[config.mk]
export PLATFORM = sky130hd
export DESIGN_NAME = board_row_arbiter
export DESIGN_NICKNAME = d
export VERILOG_FILES = /design/src/rtl/board_row_arbiter.sv
export SDC_FILE = /design/constraint.sdc
export NUM_CORES = 1
export LEC_CHECK = 0
export CORE_UTILIZATION = 30
export CTS_CLUSTER_DIAMETER = 80
export CTS_CLUSTER_SIZE = 14
export DETAILED_ROUTE_END_ITERATION = 7
export GPL_TIMING_DRIVEN = 0
export SLEW_MARGIN = 30
export SYNTH_ARGS = -nofsm -noshare
export SYNTH_HDL_FRONTEND = slang
export SYNTH_SLANG_ARGS = --single-unit
[constraint.sdc]
create_clock -name Clk -period 9.05 [get_ports Clk]
set_clock_uncertainty 0.1 [all_clocks]
set_input_delay 1.81 -clock Clk [delete_from_list [all_inputs] [get_ports Clk]]
set_output_delay 1.81 -clock Clk [all_outputs]
set_load 0.01 [all_outputs]
[src/rtl/board_row_arbiter.sv]
// rtl/board_row_arbiter.sv - board RAM owner arbitrating display row prefetch against game cell access
//
// Purpose:
//   Owns the single-port board RAM (ROWS x COLS cells, address = row*COLS + col).
//   Display row requests have priority over game accesses. A row is streamed into a
//   shadow buffer and then copied to Row in one edge, followed by a row_ready pulse.
//
// Ports:
//   Clk, reset        system clock, synchronous active-high reset
//   disp_req/disp_row display row request (edge-detected) and row number
//   Row               current display row, Row[0] = leftmost cell
//   row_ready         one-cycle pulse after Row has been updated
//   disp_overrun      sticky, a pending display request was overwritten
//   game_*            game cell access: request/we/row/col/wdata in, gnt/rdata/rvalid out
//   mem_*             board RAM: addr/we/wdata out, q in (valid the cycle after the address edge)

module board_row_arbiter #(
    parameter int COLS   = 10,
    parameter int ROWS   = 20,
    parameter int CELL_W = 16,
    parameter int ADDR_W = 8
) (
    input  logic                          Clk,
    input  logic                          reset,
    input  logic                          disp_req,
    input  logic [7:0]                    disp_row,
    output logic [COLS-1:0][CELL_W-1:0]   Row,
    output logic                          row_ready,
    output logic                          disp_overrun,
    input  logic                          game_req,
    input  logic                          game_we,
    input  logic [7:0]                    game_row,
    input  logic [3:0]                    game_col,
    input  logic [CELL_W-1:0]             game_wdata,
    output logic                          game_gnt,
    output logic [CELL_W-1:0]             game_rdata,
    output logic                          game_rvalid,
    output logic [ADDR_W-1:0]             mem_addr,
    output logic                          mem_we,
    output logic [CELL_W-1:0]             mem_wdata,
    input  logic [CELL_W-1:0]             mem_q
);

    localparam logic [1:0] S_IDLE  = 2'd0;
    localparam logic [1:0] S_DISP  = 2'd1;
    localparam logic [1:0] S_DLAST = 2'd2;
    localparam logic [1:0] S_GRD   = 2'd3;

    localparam logic [7:0]        ROWS_L   = 8'(ROWS);
    localparam logic [3:0]        COLS_L   = 4'(COLS);
    localparam logic [3:0]        LAST_COL = 4'(COLS - 1);
    localparam logic [ADDR_W-1:0] COLS_A   = ADDR_W'(COLS);

    logic [1:0]        state;
    logic              disp_req_q;
    logic              pending;
    logic [7:0]        pend_row;
    logic [3:0]        col;
    logic [ADDR_W-1:0] base;
    logic [CELL_W-1:0] shadow [COLS];
    logic              grd_oor;

    logic              disp_rise;
    logic              pending_eff;
    logic [7:0]        sel_row;
    logic [ADDR_W-1:0] sel_base;
    logic              accept;
    logic              game_oor;
    logic [ADDR_W-1:0] game_addr;

    // A rising edge in the accepting cycle is served directly instead of being pended,
    // so the display still wins against a game request arriving in the same cycle.
    assign disp_rise   = disp_req & ~disp_req_q;
    assign pending_eff = pending | disp_rise;
    assign sel_row     = disp_rise ? disp_row : pend_row;
    assign accept      = (state == S_IDLE) && pending_eff;

    // Rows past the bottom of the board wrap to row 0 (end-of-frame request).
    assign sel_base = (sel_row >= ROWS_L) ? '0 : ADDR_W'(sel_row) * COLS_A;

    assign game_oor  = (game_row >= ROWS_L) || (game_col >= COLS_L);
    assign game_addr = game_oor ? '0 : ADDR_W'(game_row) * COLS_A + ADDR_W'(game_col);

    assign game_gnt = !reset && (state == S_IDLE) && !pending_eff && game_req;

    always_comb begin
        mem_addr  = '0;
        mem_we    = 1'b0;
        mem_wdata = game_wdata;
        if (game_gnt) begin
            mem_addr = game_addr;
            mem_we   = game_we && !game_oor;
        end else if (state == S_DISP) begin
            mem_addr = base + ADDR_W'(col);
        end
    end

    always_ff @(posedge Clk) begin
        disp_req_q <= disp_req;
        if (reset) begin
            state        <= S_IDLE;
            pending      <= 1'b0;
            pend_row     <= '0;
            disp_overrun <= 1'b0;
            col          <= '0;
            base         <= '0;
            grd_oor      <= 1'b0;
            Row          <= '0;
            row_ready    <= 1'b0;
            game_rdata   <= '0;
            game_rvalid  <= 1'b0;
        end else begin
            row_ready   <= 1'b0;
            game_rvalid <= 1'b0;

            // Request capture outside IDLE; in IDLE any request is accepted this edge.
            if (state == S_IDLE) begin
                if (disp_rise && pending) begin
                    disp_overrun <= 1'b1;
                end
            end else if (disp_rise) begin
                pending  <= 1'b1;
                pend_row <= disp_row;
                if (pending) begin
                    disp_overrun <= 1'b1;
                end
            end

            case (state)
                S_IDLE: begin
                    if (accept) begin
                        state   <= S_DISP;
                        col     <= '0;
                        base    <= sel_base;
                        pending <= 1'b0;
                    end else if (game_gnt && !game_we) begin
                        state   <= S_GRD;
                        grd_oor <= game_oor;
                    end
                end
                S_DISP: begin
                    // RAM data lags the issued column by one cycle.
                    if (col != 4'd0) begin
                        shadow[col - 4'd1] <= mem_q;
                    end
                    col <= col + 4'd1;
                    if (col == LAST_COL) begin
                        state <= S_DLAST;
                    end
                end
                S_DLAST: begin
                    // Last cell bypasses the shadow so the whole row lands in one edge.
                    shadow[COLS-1] <= mem_q;
                    for (int i = 0; i < COLS - 1; i++) begin
                        Row[i] <= shadow[i];
                    end
                    Row[COLS-1] <= mem_q;
                    row_ready   <= 1'b1;
                    state       <= S_IDLE;
                end
                default: begin
                    game_rdata  <= grd_oor ? '0 : mem_q;
                    game_rvalid <= 1'b1;
                    state       <= S_IDLE;
                end
            endcase
        end
    end

endmodule

==> impl_results.md, run 1 <==
* Worst slack, placed at 2.342 ns
* Core Area at 40,830 um^2
* CTS Buffer Depth at 3
* GRT overflow at 0
* Max-Cap Viols at 0
* Reg-to-reg startpoint: col[0]$_SDFFE_PP0P_
* Most common flop cell mapped by yosys: dfxtp_1
* Die Area at 42,160 um^2
* Synthesis-to-finish area growth at 32.64%
* Hold WS at 0.3526 ns
* Vias/cell at 4.603
* CTS tree: built
* CTS clk-pin slew, worst paths at 0.06 ns
* TritonCTS Sinks at 347
* Met1 WL at 15,840 um
* Total Power at 3.769 mW
* Post CTS Setup Buffer Count at 0
* 1st-iter DRT viols at 467
* ANT nets after route at 0
* Max incr delay on CP at 0.56 ns
* Critical-path top delay cell: clkdlybuf4s50_1
* Final std cells w/o fill at 1,983
* Routability cong. at 0.8126
* DR WL met3 at 2245 um
* Drt wl/cell at 18.17 um
* R2r endpoint: shadow[3][14]$_DFFE_PP_
* Hold Buf Count CTS at 0
* Synth Warn # at 0
* R2r setup slk at 5.92 ns
* Count leader, synth: nand2_1
* Post-synthesis register bit count at 347
* First-pass GRT wire length at 52,630 um
* Ys async rst share at 0
* Post-route minimum period at 6.673 ns
* Setup violators final at 0
* Setup Crit Path Kind: in -> out
* Final Max Slew Viols at 0
* PortBufs at 245
* Achievable Freq at 149.9 MHz
* # rows at 74
* Nets at 1,512
* Clock Latency Late Sink at 0.56 ns
* TNS Setup at 0 ns
* CP startpoint kind: primary input
* Required time of the critical path at 7.14 ns
* Final hold vios at 0
* Relative slew slack at 0.3439
* Leakage Power at 5.569 nW
* CTS resizes at 0
* Die height at 205.3 um
* Post-synth EDFFs at 144
* Critical Path End Type: primary output
* Placed cell area at 15,630 um^2
* Synth area leader: edfxtp_1
* Slack of the critical path at 2.377 ns
* Dpl cells at 1,930
* Post-Syn Area per Cell at 10.83 um^2
* Drc violations at 0
* RSZ-0062 raised after global routing: false
* Root Buffer: clkbuf_16
* Reg2Reg Depth at 9
* Least-Margin Pin Slew at 0.9810 ns
* Commonest cells post-synth: nand2_1, dfxtp_1, a21oi_1
* Antenna violations before repair at 5
* WL met2 at 17,160 um
* Final Util at 0.4029
* Vias in the first global route at 8,712
* Critical-path cell list: clkdlybuf4s50_1 > ha_1 > ha_1 > inv_1 > fa_1 > xnor2_1 > nand4b_1 > xnor3_1 > nand2_1 > o21ai_0 > clkdlybuf4s50_1
* Via Count at 9,127
* Final period util at 0.7373
* Die width at 205.3 um
* Starting Density at 0.3037
* Largest net degree at the start of global routing at 17
* Top-Level Pins at 262
* Worst Path Arrival at 4.76 ns
* Yosys cell types at 45
* Worst hold start: Row[106]$_SDFFE_PP0N_
* Cells after Synth at 1,145
* Total GRT Usage at 0.1685
* Hold Crit Depth at 2
* PD cells at 229.1 nW/um^2
* Post-route cell area at 16,450 um^2
* Post-DP HPWL at 24,660 um
* Status: finished, final reports clean
* Initial DRT Pass Iterations at 5
* H-Tree Depth at 1
* Mapped Nets at 1,229
* CP max FO at 3
* Post-synth top area share at 0.3487
* Main area contributors after synthesis: edfxtp_1, dfxtp_1, nand2_1
* Seq/Total Area, Yosys at 0.6764
* Worst Hold End: Row[106]$_SDFFE_PP0N_
* Highest Signal Layer: met4
* Hold/Removal Path Class: reg -> reg
* VDD IR-drop max at 0.0001530 V
* CTS buffer count at 28
* Share of post-route cells with drive strength above 1 at 0.05452
* Syn Std Cell Area at 12,400 um^2
* Total Routed Length at 36,030 um
[area by class of cell]
cell class / count / area, um^2
diodes: 2 / 5.005
fillers: 3957 / 24380
repair buffers: 253 / 2529
clock buffers: 51 / 818.3
well taps: 532 / 665.6
plain buffers: 82 / 380.4
inverters: 9 / 33.78
multi-input cells: 707 / 3630
flip-flops and latches: 347 / 8388
[registers in the layout, indices dropped and copies added (netlist names), 2 cells and up]
name	count
Row	160
base	7
col	4
game_rdata	16
pend_row	8
shadow	144
state	2
[placed cells by master, fill, tap and decap left out, drive strengths merged, types with 8 or more instances in the layout]
cell           Yosys  routed
nand2            348     348
clkdlybuf4s50      0     243
dfxtp            203     203
a21oi            175     175
edfxtp           144     144
clkbuf            56     107
buf               26      36
nor2              33      33
a22o              24      24
ha                23      23
o21ai             16      16
nor3              10      10
xnor2             10      10
inv                9       9
nor2b              8       8
[routing by layer]
layer	vias up	track usage
met5	-	0
met4	0	0.04630
met3	43	0.03310
met2	261	0.2827
met1	4370	0.2201
li1	4453	-
[power breakdown]
group	leakage [nW]	internal (mW)	switching [mW]
registers	2.94	1.75	0.0764
clock network	0.389	0.605	0.540
logic	2.24	0.343	0.454
[worst max-delay path by stage]
stage	from	depth (start not counted)	slack (ns)	endpoint
after global routing	game_row[1]	11	2.14	mem_addr[7]
after CTS	game_row[1]	11	2.33	mem_addr[7]
after detailed placement	game_row[1]	11	2.34	mem_addr[7]
after floorplan	game_row[1]	8	3.63	mem_addr[7]
after global placement	game_row[1]	11	2.37	mem_addr[7]
final	game_row[1]	11	2.38	mem_addr[7]
[cell families after synthesis]
kind of cell / count (synthesis) / synth area share
flip-flops: 347 / 0.6764
AND/OR/NAND/NOR: 422 / 0.1366
XOR/XNOR: 16 / 0.01241
buffers and inverters: 91 / 0.03339
AO/OA/AOI/OAI: 236 / 0.1066
multiplexers: 6 / 0.004944
adder cells (fa/ha/maj): 27 / 0.02966
[critical path, delay by kind of cell]
kind | cells | cell delay [ns]
AND/OR/NAND/NOR | 2 | 0.22
adder cells (fa/ha/maj) | 3 | 0.86
buffers and inverters | 3 | 1.10
AO/OA/AOI/OAI | 1 | 0.08
XOR/XNOR | 2 | 0.70
Note: power is estimated with default switching activity, not from simulation.
==> run 2, diff against run 1 <==
- clock period: 9.05 -> 6.6 ns (I/O delays scaled with it)
==> results of run 2 <==
The final DEF is identical to that of run 1. Status: finished, final reports clean.
Among the figures that moved: setup slack after placement 2.342 ns -> 0.8725 ns; setup slack after layout 2.377 ns -> 0.9074 ns; register-to-register setup slack 5.92 ns -> 3.47 ns; total power 3.769 mW -> 5.168 mW; worst IR drop on VDD 0.0001530 V -> 0.0002098 V
